$ cat config.mk
export PLATFORM = sky130hd
export DESIGN_NAME = neighbor_link_queued
export DESIGN_NICKNAME = d
export VERILOG_FILES = /design/src/rtl/neighbor_link_queued.sv
export SDC_FILE = /design/constraint.sdc
export NUM_CORES = 1
export LEC_CHECK = 0
export CAP_MARGIN = 0
export CORE_MARGIN = 8
export CORE_UTILIZATION = 24
export DETAILED_ROUTE_END_ITERATION = 16
export SLEW_MARGIN = 20
export SYNTH_ARGS = -nofsm -noshare
export SYNTH_HDL_FRONTEND = slang
export SYNTH_SLANG_ARGS = --single-unit
export TNS_END_PERCENT = 1
$ cat constraint.sdc
create_clock -name clk -period 5.36 [get_ports clk]
set_input_delay 1.072 -clock clk [delete_from_list [all_inputs] [get_ports clk]]
set_output_delay 1.072 -clock clk [all_outputs]
set_load 0.02 [all_outputs]
$ cat src/rtl/neighbor_link_queued.sv
// Edge link between two decoder nodes: growth tracking, neighbor root mirror, queued outgoing events.
// Optional NEIGHBOR_LINK_STATS_EN adds stall_cycles / fifo_high_water observation outputs.
module neighbor_link_queued #(
   parameter int LENGTH              = 2,
   parameter int PER_DIMENSION_WIDTH = 4,
   parameter int N_I                 = 0,
   parameter int N_J                 = 0,
   parameter int N_K                 = 0,
   parameter int FIFO_DEPTH          = 16,
   localparam int AW                 = 3*PER_DIMENSION_WIDTH
) (
   input  logic          clk,
   input  logic          reset_n,
   input  logic          initialize,
   input  logic [AW-1:0] a_old_root_in,
   input  logic          a_increase,
   input  logic          a_is_odd_cluster,
   output logic          is_fully_grown,
   output logic          is_odd_cluster,
   output logic [AW-1:0] b_old_root_out,
   output logic [AW+1:0] neighbor_fifo_out_data,
   output logic          neighbor_fifo_out_valid,
   input  logic          neighbor_fifo_out_ready,
   input  logic [AW+1:0] neighbor_fifo_in_data,
   input  logic          neighbor_fifo_in_valid,
   output logic          neighbor_fifo_in_ready
`ifdef NEIGHBOR_LINK_STATS_EN
   ,
   output logic [15:0]                    stall_cycles,
   output logic [$clog2(FIFO_DEPTH):0]    fifo_high_water
`endif
);

   localparam int PW = $clog2(FIFO_DEPTH);
   localparam int GW = $clog2(LENGTH+3);
   localparam logic [1:0] MSG_ROOT = 2'b00;
   localparam logic [1:0] MSG_INC  = 2'b01;
   localparam logic [1:0] MSG_ODD  = 2'b10;
   localparam logic [AW-1:0] INIT_ROOT = {PER_DIMENSION_WIDTH'(N_K), PER_DIMENSION_WIDTH'(N_I),
                                          PER_DIMENSION_WIDTH'(N_J)};

   logic [GW-1:0] r_growth, r_pend_inc;
   logic          r_is_odd, r_b_odd, r_odd_prev, r_pend_root, r_pend_odd, r_in_ready;
   logic [AW-1:0] r_b_root, r_shadow;
   logic [PW:0]   r_wr_ptr, r_rd_ptr;
   logic [AW+1:0] r_mem [FIFO_DEPTH];

   logic [1:0]    w_in_type;
   logic          w_b_inc, w_b_root, w_b_odd;
   logic          w_empty, w_full, w_pop, w_pending, w_push;
   logic          w_drain_root, w_drain_inc, w_drain_odd;
   logic          w_cap_root, w_cap_odd;
   logic [GW-1:0] w_grow_sum, w_inc_next;
   logic [1:0]    w_wr_type;

   assign w_in_type = neighbor_fifo_in_data[AW+1:AW];
   assign w_b_inc   = neighbor_fifo_in_valid & (w_in_type == MSG_INC);
   assign w_b_root  = neighbor_fifo_in_valid & (w_in_type == MSG_ROOT);
   assign w_b_odd   = neighbor_fifo_in_valid & (w_in_type == MSG_ODD);

   assign w_empty = (r_wr_ptr == r_rd_ptr);
   assign w_full  = (r_wr_ptr[PW] != r_rd_ptr[PW]) & (r_wr_ptr[PW-1:0] == r_rd_ptr[PW-1:0]);
   assign w_pop   = ~w_empty & neighbor_fifo_out_ready;

   // A full FIFO still accepts a write in the cycle it is popped.
   assign w_pending    = r_pend_root | (r_pend_inc != '0) | r_pend_odd;
   assign w_push       = ~initialize & w_pending & (~w_full | w_pop);
   assign w_drain_root = w_push & r_pend_root;
   assign w_drain_inc  = w_push & ~r_pend_root & (r_pend_inc != '0);
   assign w_drain_odd  = w_push & ~r_pend_root & (r_pend_inc == '0) & r_pend_odd;
   assign w_wr_type    = r_pend_root ? MSG_ROOT : ((r_pend_inc != '0) ? MSG_INC : MSG_ODD);

   assign w_cap_root = (a_old_root_in != r_shadow);
   assign w_cap_odd  = a_is_odd_cluster & ~r_odd_prev;

   always_comb begin
      w_grow_sum = r_growth + GW'(a_increase) + GW'(w_b_inc);
      if (w_grow_sum > GW'(LENGTH)) w_grow_sum = GW'(LENGTH);
      w_inc_next = r_pend_inc - GW'(w_drain_inc) + GW'(a_increase);
      if (w_inc_next > GW'(LENGTH)) w_inc_next = GW'(LENGTH);
   end

   always_ff @(posedge clk or negedge reset_n) begin
      if (!reset_n) begin
         r_growth    <= '0;
         r_is_odd    <= 1'b0;
         r_b_root    <= '0;
         r_b_odd     <= 1'b0;
         r_shadow    <= '0;
         r_odd_prev  <= 1'b0;
         r_pend_root <= 1'b0;
         r_pend_inc  <= '0;
         r_pend_odd  <= 1'b0;
         r_in_ready  <= 1'b0;
         r_wr_ptr    <= '0;
         r_rd_ptr    <= '0;
      end else begin
         r_in_ready <= 1'b1;
         r_odd_prev <= a_is_odd_cluster;
         if (initialize) begin
            r_growth    <= '0;
            r_is_odd    <= 1'b0;
            r_b_root    <= INIT_ROOT;
            r_b_odd     <= 1'b0;
            r_shadow    <= a_old_root_in;
            r_pend_root <= 1'b0;
            r_pend_inc  <= '0;
            r_pend_odd  <= 1'b0;
            r_wr_ptr    <= '0;
            r_rd_ptr    <= '0;
         end else begin
            r_growth <= w_grow_sum;
            r_is_odd <= (r_growth == GW'(LENGTH)) & (a_is_odd_cluster | r_b_odd);
            if (w_b_root) r_b_root <= neighbor_fifo_in_data[AW-1:0];
            if (w_b_odd)  r_b_odd  <= 1'b1;
            if (w_cap_root) r_shadow <= a_old_root_in;
            // Fresh capture overrides a drain of the same flag.
            r_pend_root <= w_cap_root | (r_pend_root & ~w_drain_root);
            r_pend_odd  <= w_cap_odd  | (r_pend_odd  & ~w_drain_odd);
            r_pend_inc  <= w_inc_next;
            if (w_push) r_wr_ptr <= r_wr_ptr + 1'b1;
            if (w_pop)  r_rd_ptr <= r_rd_ptr + 1'b1;
         end
      end
   end

   always_ff @(posedge clk) begin
      if (w_push) r_mem[r_wr_ptr[PW-1:0]] <= {w_wr_type, r_shadow};
   end

   assign is_fully_grown          = (r_growth == GW'(LENGTH));
   assign is_odd_cluster          = r_is_odd;
   assign b_old_root_out          = r_b_root;
   assign neighbor_fifo_out_data  = r_mem[r_rd_ptr[PW-1:0]];
   assign neighbor_fifo_out_valid = ~w_empty;
   assign neighbor_fifo_in_ready  = r_in_ready;

`ifdef NEIGHBOR_LINK_STATS_EN
   logic [15:0] r_stall;
   logic [PW:0] r_hw;
   logic [PW:0] w_count;

   assign w_count = r_wr_ptr - r_rd_ptr;

   always_ff @(posedge clk or negedge reset_n) begin
      if (!reset_n) begin
         r_stall <= '0;
         r_hw    <= '0;
      end else if (initialize) begin
         r_stall <= '0;
         r_hw    <= '0;
      end else begin
         if (w_pending & w_full & (r_stall != 16'hFFFF)) r_stall <= r_stall + 16'd1;
         if (w_count > r_hw) r_hw <= w_count;
      end
   end

   assign stall_cycles    = r_stall;
   assign fifo_high_water = r_hw;
`endif

endmodule
Word level (Yosys, flattened, before mapping)

Memory sizes are Yosys's and may differ from the RTL's.
Cells that the tools add are included.

Memory bits (writable): 224
Input port bits: 33
Word-level logic and storage cells: 86
Output and inout bits: 30
Memories: 1
Flip-flop bits (word level): 46

Add/sub/neg operators: 6
Multiplexer cells: 21
Reductions and logical operators: 8
Bitwise operators: 29
Equality and inequality tests: 7
$lt $le $gt $ge: 2

Memories:

| name  | words | bits a word | rd ports | clocked after memory_dff | write ports | RTL line | text |
|---|---|---|---|---|---|---|---|
| r_mem | 16    | 14          | 1        | 0                        | 1           | 46       | `logic [AW+1:0] r_mem [FIFO_DEPTH];` |

Operators by type and width:

| kind                                                                   | count |
|---|---|
| 12-bit 2-to-1 mux                                                      | 4 |
| 5-bit 2-to-1 mux                                                       | 4 |
| 1-bit AND                                                              | 16 |
| 3-bit 2-to-1 mux                                                       | 4 |
| 12-bit inequality test                                                 | 1 |
| 5-bit by 1-bit adder with 5-bit output (second input constant)         | 2 |
| 2-bit nonzero test                                                     | 5 |
| 3-bit by 1-bit adder with 3-bit output                                 | 3 |
| 1-bit 2-to-1 mux                                                       | 7 |
| 1-bit NOT                                                              | 7 |
| 3-bit by 2-bit > comparator with 1-bit output (second input constant)  | 2 |
| 1-bit OR                                                               | 6 |
| 5-bit equality test                                                    | 1 |
| 4-bit equality test                                                    | 1 |
| 2-bit 2-to-1 mux                                                       | 2 |
| 3-bit by 2-bit equality test with 1-bit output (second input constant) | 1 |
| 3-bit zero test                                                        | 1 |
| 3-bit nonzero test                                                     | 1 |
| 3-bit by 1-bit subtractor with 3-bit output                            | 1 |
| 2-bit by 1-bit equality test with 1-bit output (second input constant) | 1 |
| 2-bit equality test (second input constant)                            | 1 |
| 2-bit zero test                                                        | 1 |
| 1-bit inequality test                                                  | 1 |

Longest topological paths before layout

Gate-level depths: netlist (run 1).

Depth in word-level cells: 12
Gate-level depth with buffers: 12
Mapped depth without buffers: 10

Worst setup path after synthesis (run 1)

OpenSTA, ideal clock, no wires.

Path kind: input-to-reg
From: input initialize
To: memory r_mem[11][0] (netlist bit), enable pin
Cell stages on the path: 4
Data required time: 4939 ps
Setup time: 421 ps
Buffers on the path: 2
Data arrival time: 3048 ps
Slack: 1890 ps
Cell sequence: clkbuf_1 > clkbuf_1 > nand2b_1 > nor4_1

Longest elaborated chain between the ends: 5

RTL lines:

| item                                   | RTL line | text |
|---|---|---|
| start, declared                        | 14       | `input logic initialize,` |
| 1-bit NOT                              | 67       | `assign w_push = ~initialize & w_pending & (~w_full \| w_pop);` |
| 1-bit AND (2 in a row)                 | 67       |  |
| 1-bit 2-to-1 mux                       | 128      | `if (w_push) r_mem[r_wr_ptr[PW-1:0]] <= {w_wr_type, r_shadow};` |
| 1-bit 2-to-1 mux (not written as such) | 128      |  |
| end, declared                          | 46       |  |

No other way between the ends.

Worst setup path in the final report (run 1)

From: register r_rd_ptr[0]
To: output neighbor_fifo_out_data[8]

Longest elaborated chain between the ends: 1

RTL lines:

| item                    | RTL line | text |
|---|---|---|
| start, declared         | 45       | `logic [PW:0] r_wr_ptr, r_rd_ptr;` |
| start signal, assigned  | 122      | `if (w_pop) r_rd_ptr <= r_rd_ptr + 1'b1;` |
| memory read 16 x 14 bit | --       |  |
| end, declared           | 21       | `output logic [AW+1:0] neighbor_fifo_out_data,` |

No other way between the ends.

==> results of run 1 <==
cell families after synthesis:
kind of cell             synth area share
AO/OA/AOI/OAI                      0.0355
XOR/XNOR                           0.0182
adder cells (fa/ha/maj)            0.0129
buffers and inverters              0.0244
flip-flops                          0.724
multiplexers                        0.139
other                            0.000690
AND/OR/NAND/NOR                    0.0455
layout make-up:
type	instances	area, µm²
repair buffers	81	773
clock buffers	34	723
clock inverters	16	181
fillers	4415	31900
flip-flops and latches	270	7890
diodes	1	2.50
well taps	600	751
inverters	8	30.0
multi-input cells	256	2870
placed cells by master, fill, tap and decap left out, types with 3 or more instances in the layout:
master / netlist / routed
xor2_1: 16 / 16
clkdlybuf4s50_1: 0 / 61
nor3b_1: 4 / 4
a211oi_1: 15 / 15
mux2i_1: 16 / 16
dfrtp_1: 46 / 42
nor2_1: 19 / 18
nor3_4: 0 / 4
mux2_1: 6 / 6
conb_1: 2 / 3
clkbuf_1: 27 / 6
dfrtp_2: 0 / 3
nor4_2: 0 / 7
edfxtp_1: 224 / 224
buf_4: 2 / 19
nor2b_1: 21 / 21
clkinv_2: 0 / 6
nor3_2: 0 / 4
mux4_2: 56 / 56
a21oi_1: 22 / 22
bufinv_16: 0 / 3
inv_1: 8 / 8
nor4_1: 11 / 3
ha_1: 8 / 8
nand2_1: 5 / 5
a22o_1: 12 / 12
nand2b_1: 9 / 9
clkinv_1: 0 / 4
clkbuf_16: 0 / 28
where the power goes:
group	internal (W)	leakage, nW	switching [W]
registers	0.00237	2.61	0.000113
logic	0.000515	1.22	0.000508
clock network	0.00111	0.440	0.000804
total	0.00400	4.27	0.00143
critical path, delay by kind of cell (launching register included):
| kind | cells | cell delay [ns] |
|---|---|---|
| muxes | 1 | 0.51 |
| buffers and inverters | 2 | 0.92 |
| DFF | 1 | 0.67 |
| and+or+nand+nor | 1 | 0.14 |
| AOI/OAI and AO/OA | 2 | 0.49 |
stage by stage:
step           std cells  setup WS [ns]  power (W)  area (µm²)   util
3_3_place_gp        1215           1.52    0.00357       12300  0.273
3_5_place_dp        1215           1.52    0.00358       12300  0.273
6_report            1266          0.989    0.00542       13200  0.293
5_1_grt             1265          0.795    0.00565       13200  0.293
2_1_floorplan        578           1.89    0.00323       10900      -
4_1_cts             1265          0.934    0.00550       13200  0.293
worst paths after layout:
path	end	slack (ns)
setup / recovery	neighbor_fifo_out_data[8]	0.99
hold / removal	b_old_root_out[10]	0.51
setup reg to reg	r_pend_inc[0]	1.87
hold reg to reg	b_old_root_out[10]	0.51
max in group asynchronous	r_rd_ptr[0]	4.34
min in group asynchronous	b_old_root_out[11]	0.53
routing by layer:
| metal | track usage | wire, µm | vias up |
|---|---|---|---|
| li1 | - | - | 2414 |
| met1 | 0.123 | 10600 | 2815 |
| met2 | 0.141 | 11100 | 148 |
| met3 | 0.0295 | 2090 | 35 |
| met4 | 0.0191 | 401 | 6 |
| met5 | 0 | 44 | - |
registers in the layout, summed over array words and instances (netlist names), 3 cells and up:
register        flops
r_mem             224
b_old_root_out     12
r_shadow           12
r_rd_ptr            5
r_wr_ptr            5
r_growth            3
r_pend_inc          3
==> flow_metrics.tcl, run 1 <==
set metrics [dict create \
    holdPathStages 1 \
    row_count 78 \
    fmax_mhz 229 \
    synthCells 577 \
    hold_viol 0 \
    cts.reportedPaths.clkPinSlew_ns 0.06 \
    cts_tree "done" \
    yosys-top-cells-area "edfxtp_1, mux4_2, dfrtp_1, mux2i_1, xor2_1" \
    synth_flop_cell "edfxtp_1" \
    wire_per_inst_um 19.2 \
    clock-sinks 270 \
    ios 63 \
    worstPathCellList "buf_4 -> mux4_2 -> nor2b_1 -> a211oi_1 -> a21oi_1 -> clkdlybuf4s50_1" \
    synth_top_area_cell "edfxtp_1" \
    yosysMostFrequentCell "edfxtp_1" \
    slew_viol_final 0 \
    synthArstFlopShare 0.170 \
    die_area_um2 52400 \
    vias 5418 \
    crit_start "r_rd_ptr[0]" \
    crit_arrival_ns 3.30 \
    ant_nets 0 \
    fin_worst_skew_ns 0.0281 \
    grt_pass1_wl_mm 36.7 \
    setup_viol 0 \
    die_height_um 229 \
    worstHoldStart "b_old_root_out[10]" \
    cp_slowest_cell "dfrtp_4" \
    min_period_over_period 0.815 \
    endpoint_kind "primary output" \
    dpl.hpwl_mm 15.1 \
    maxSlewHeadroom 0.285 \
    critical-path-max-stage-delay_ns 0.67 \
    grt_overflow_total 0 \
    drt_iter0_markers 377 \
    syn_area_um2 10900 \
    period_needed_ns 4.37 \
    routed_wl_mm 24.3 \
    r2r-start "r_rd_ptr[0]" \
    drv_cap 0 \
    yosysSeqAreaShare 0.724 \
    cp.required_ns 4.29 \
    gp_congestion 0.735 \
    rsz0062_at_grt "no" \
    hold_ws_ns 0.507 \
    start_util 0.241 \
    peakVddDrop_v 0.000241 \
    cts_hold_buf 0 \
    syn2layout_area_growth_pct 21.4 \
    port_buffers 62 \
    outcome "finished clean" \
    powerDensity_nw_per_um2 410 \
    cts_setup_buffers 0 \
    leakage_nw 4.27 \
    antenna_found_initial 4 \
    yosys_warnings 0 \
    dieWidth_um 229 \
    rr_worst_depth 11 \
    htreeDepth 1 \
    clock_path_buffers 3 \
    grtUsageTotal 0.0910 \
    cts_buffers 28 \
    drc_errors 0 \
    critical_path_peak_fanout 18 \
    root_buffer "clkbuf_16" \
    grt_max_degree 47 \
    synth_common_cells "edfxtp_1, mux4_2, dfrtp_1, clkbuf_1, a21oi_1" \
    setup_tns_ns 0 \
    synth.distinct_cells 41 \
    ys_ff_latch 270 \
    hold_class "reg -> reg" \
    layout.nets 688 \
    tightestPinTransition_ns 1.07 \
    cts_resized 0 \
    layout-drive-gt1-share 0.218 \
    avgViaCountPerCell 4.28 \
    firstDrtPassIters 4 \
    start_kind "flip-flop" \
    clock_latency_ns 0.57 \
    grt_pass1_vias 5792 \
    worstSetupPathType "reg -> out" \
    fp.coreArea_um2 45100 \
    yosys.area.top_type_share 0.618 \
    synth_edf_count 224 \
    synth.avg_cell_area_um2 18.9 \
]
Note: power is estimated with default switching activity, not from simulation.
==> inputs of run 2 (changes only) <==
- clock period: 5.36 -> 4.05 ns (I/O delays scaled with it)
==> run 2 against run 1 <==
Routed wire length fell by 2.4%. Combinational power increased by 45%. Largest cell class unchanged. Largest power group unchanged. Clock power increased by 27%. First-iteration DRC count up 7.7%. Die area did not move. Worst setup slack worse by 0.74 ns. Critical path type unchanged. Final cell count up 1.4%.
==> flow_metrics.tcl, run 2 (synthesis gave the netlist of run 1 again) <==
set metrics [dict create \
    ant_nets 0 \
    antenna_found_initial 10 \
    cts_buffers 27 \
    cp.required_ns 3.24 \
    critical_path.top_delay_family "buffers and inverters" \
    grtUsageTotal 0.0888 \
    mostFrequentLayoutCells "edfxtp_1, clkdlybuf4s50_1, mux4_2" \
    cts.reportedPaths.clkPinSlew_ns 0.06 \
    dieWidth_um 229 \
    drc_errors 0 \
    grt_pass1_wl_mm 36.2 \
    gp_congestion 0.701 \
    fin_worst_skew_ns 0.0222 \
    period_needed_ns 3.80 \
    hold_viol 0 \
    total_power_w 0.00717 \
    layout_commonest_cell "edfxtp_1" \
    drt_iter0_markers 406 \
    cp_slowest_cell "dfrtp_4" \
    fp.coreArea_um2 45100 \
    switchingPower_w 0.00186 \
    die_area_um2 52400 \
    rsz0062_at_grt "no" \
    largest_reg_flops 224 \
    dpl.cell_count 1222 \
    p_sw_frac 0.259 \
    outcome "finished clean" \
    grt_max_degree 57 \
    ios 63 \
    start_kind "flip-flop" \
    clock_path_buffers 3 \
    drv_cap 0 \
    routed_wl_mm 23.7 \
    clock_latency_ns 0.56 \
    crit_arrival_ns 2.99 \
    critical-path-max-stage-delay_ns 0.59 \
    cts_hold_buf 0 \
    htreeDepth 1 \
    wire_per_inst_um 18.5 \
    endpoint_kind "primary output" \
    row_count 78 \
    min_period_over_period 0.938 \
    comb_power_share 0.206 \
    worstPathCellList "buf_4 -> mux4_2 -> nor2b_1 -> a211oi_1 -> a21oi_1 -> clkdlybuf4s50_1" \
    path_depth 6 \
    setup_viol 0 \
    die_height_um 229 \
    grt_overflow_total 0 \
    grt_pass1_vias 5715 \
    worst-path-buf-inv 2 \
    final_cells 1284 \
    slew_viol_final 0 \
    avgViaCountPerCell 4.23 \
    p_int_w 0.00532 \
    start_util 0.241 \
    clock-sinks 270 \
    seqCellArea_um2 7890 \
    worstSetupPathType "reg -> out" \
    maxSlewHeadroom 0.285 \
    seqPwrFrac 0.455 \
    root_buffer "clkbuf_16" \
    clockPowerShare 0.339 \
    hold_class "in -> async" \
    post_dp_cell_area_um2 12300 \
    fin_area_um2 13300 \
    leakage_nw 4.33 \
    powerDensity_nw_per_um2 540 \
    cts_tree "done" \
    tightestPinTransition_ns 1.07 \
    nFillCells 4448 \
    critical_path_peak_fanout 15 \
    layout-drive-gt1-share 0.227 \
    peakVddDrop_v 0.000317 \
    layout.nets 704 \
    fmax_mhz 263 \
    multi_input_area_um2 2830 \
    firstDrtPassIters 4 \
    port_buffers 62 \
    rr_worst_depth 11 \
    syn2layout_area_growth_pct 22.1 \
    vias 5427 \
    setup_tns_ns 0 \
    dpl.hpwl_mm 15.0 \
]
run 2: changes by cell type in the layout (fill, tap and decap cells not counted), moves of 4 or more:
cell	previous run	this run
buf_4	19	33
diode_2	1	6
clkinv_2	6	2
nor3_2	4	8
nor3_4	4	0
run 2: final timing paths:
kind | from | end | slack [ns]
worst max register to register | r_rd_ptr[2] | r_pend_inc[0] | 0.89
worst min-delay path | reset_n | b_old_root_out[0] | 0.40
worst min register to register | r_b_odd | r_b_odd | 0.51
max in group asynchronous | reset_n | r_shadow[10] | 2.98
min in group clk | r_b_odd | r_b_odd | 0.51
worst max-delay path | r_rd_ptr[0] | neighbor_fifo_out_data[0] | 0.25
run 2: what timing repair did:
| action | in CTS | in global routing |
|---|---|---|
| pin swaps | 0 | 0 |
| setup endpoints to repair | 9 | 2 |
| buffers inserted | 1 | 9 |
| hold endpoints to repair | 0 | 0 |
| resized for setup | 1 | 0 |
run 2: final cells by class:
cell class                 count  share of cell area
sequential                   270               0.594
antenna                        6             0.00113
clock buffer                  33              0.0525
inverter                       8             0.00226
timing repair buffer          98              0.0695
clock inverter                13              0.0114
tap                          600              0.0565
multi-input combinational    256               0.213
run 2: power by group through the flow:
| stage | Combinational [W] | Sequential [W] | Clock (W) |
|---|---|---|---|
| 5_1_grt | 0.00161 | 0.00328 | 0.00260 |
| 6_report | 0.00148 | 0.00326 | 0.00243 |
| 3_5_place_dp | 0.00138 | 0.00337 | 0 |
| 3_3_place_gp | 0.00137 | 0.00337 | 0 |
| 2_1_floorplan | 0.00102 | 0.00326 | 0 |
| 4_1_cts | 0.00144 | 0.00329 | 0.00251 |
run 2: per-layer routing:
metal	global-route usage	share of wire
met1	0.122	0.45
met2	0.132	0.44
met3	0.0328	0.089
met4	0.0207	0.017
met5	0	0.0015
run 2: stage by stage:
stage / hold slack, ns / setup slack, ns / utilization
3_5_place_dp: 0.491 / 0.478 / 0.274
2_1_floorplan: 0.464 / 0.842 / -
3_3_place_gp: 0.489 / 0.462 / 0.274
4_1_cts: 0.408 / 0.0877 / 0.293
5_1_grt: 0.471 / 0.114 / 0.294
6_report: 0.398 / 0.253 / 0.295
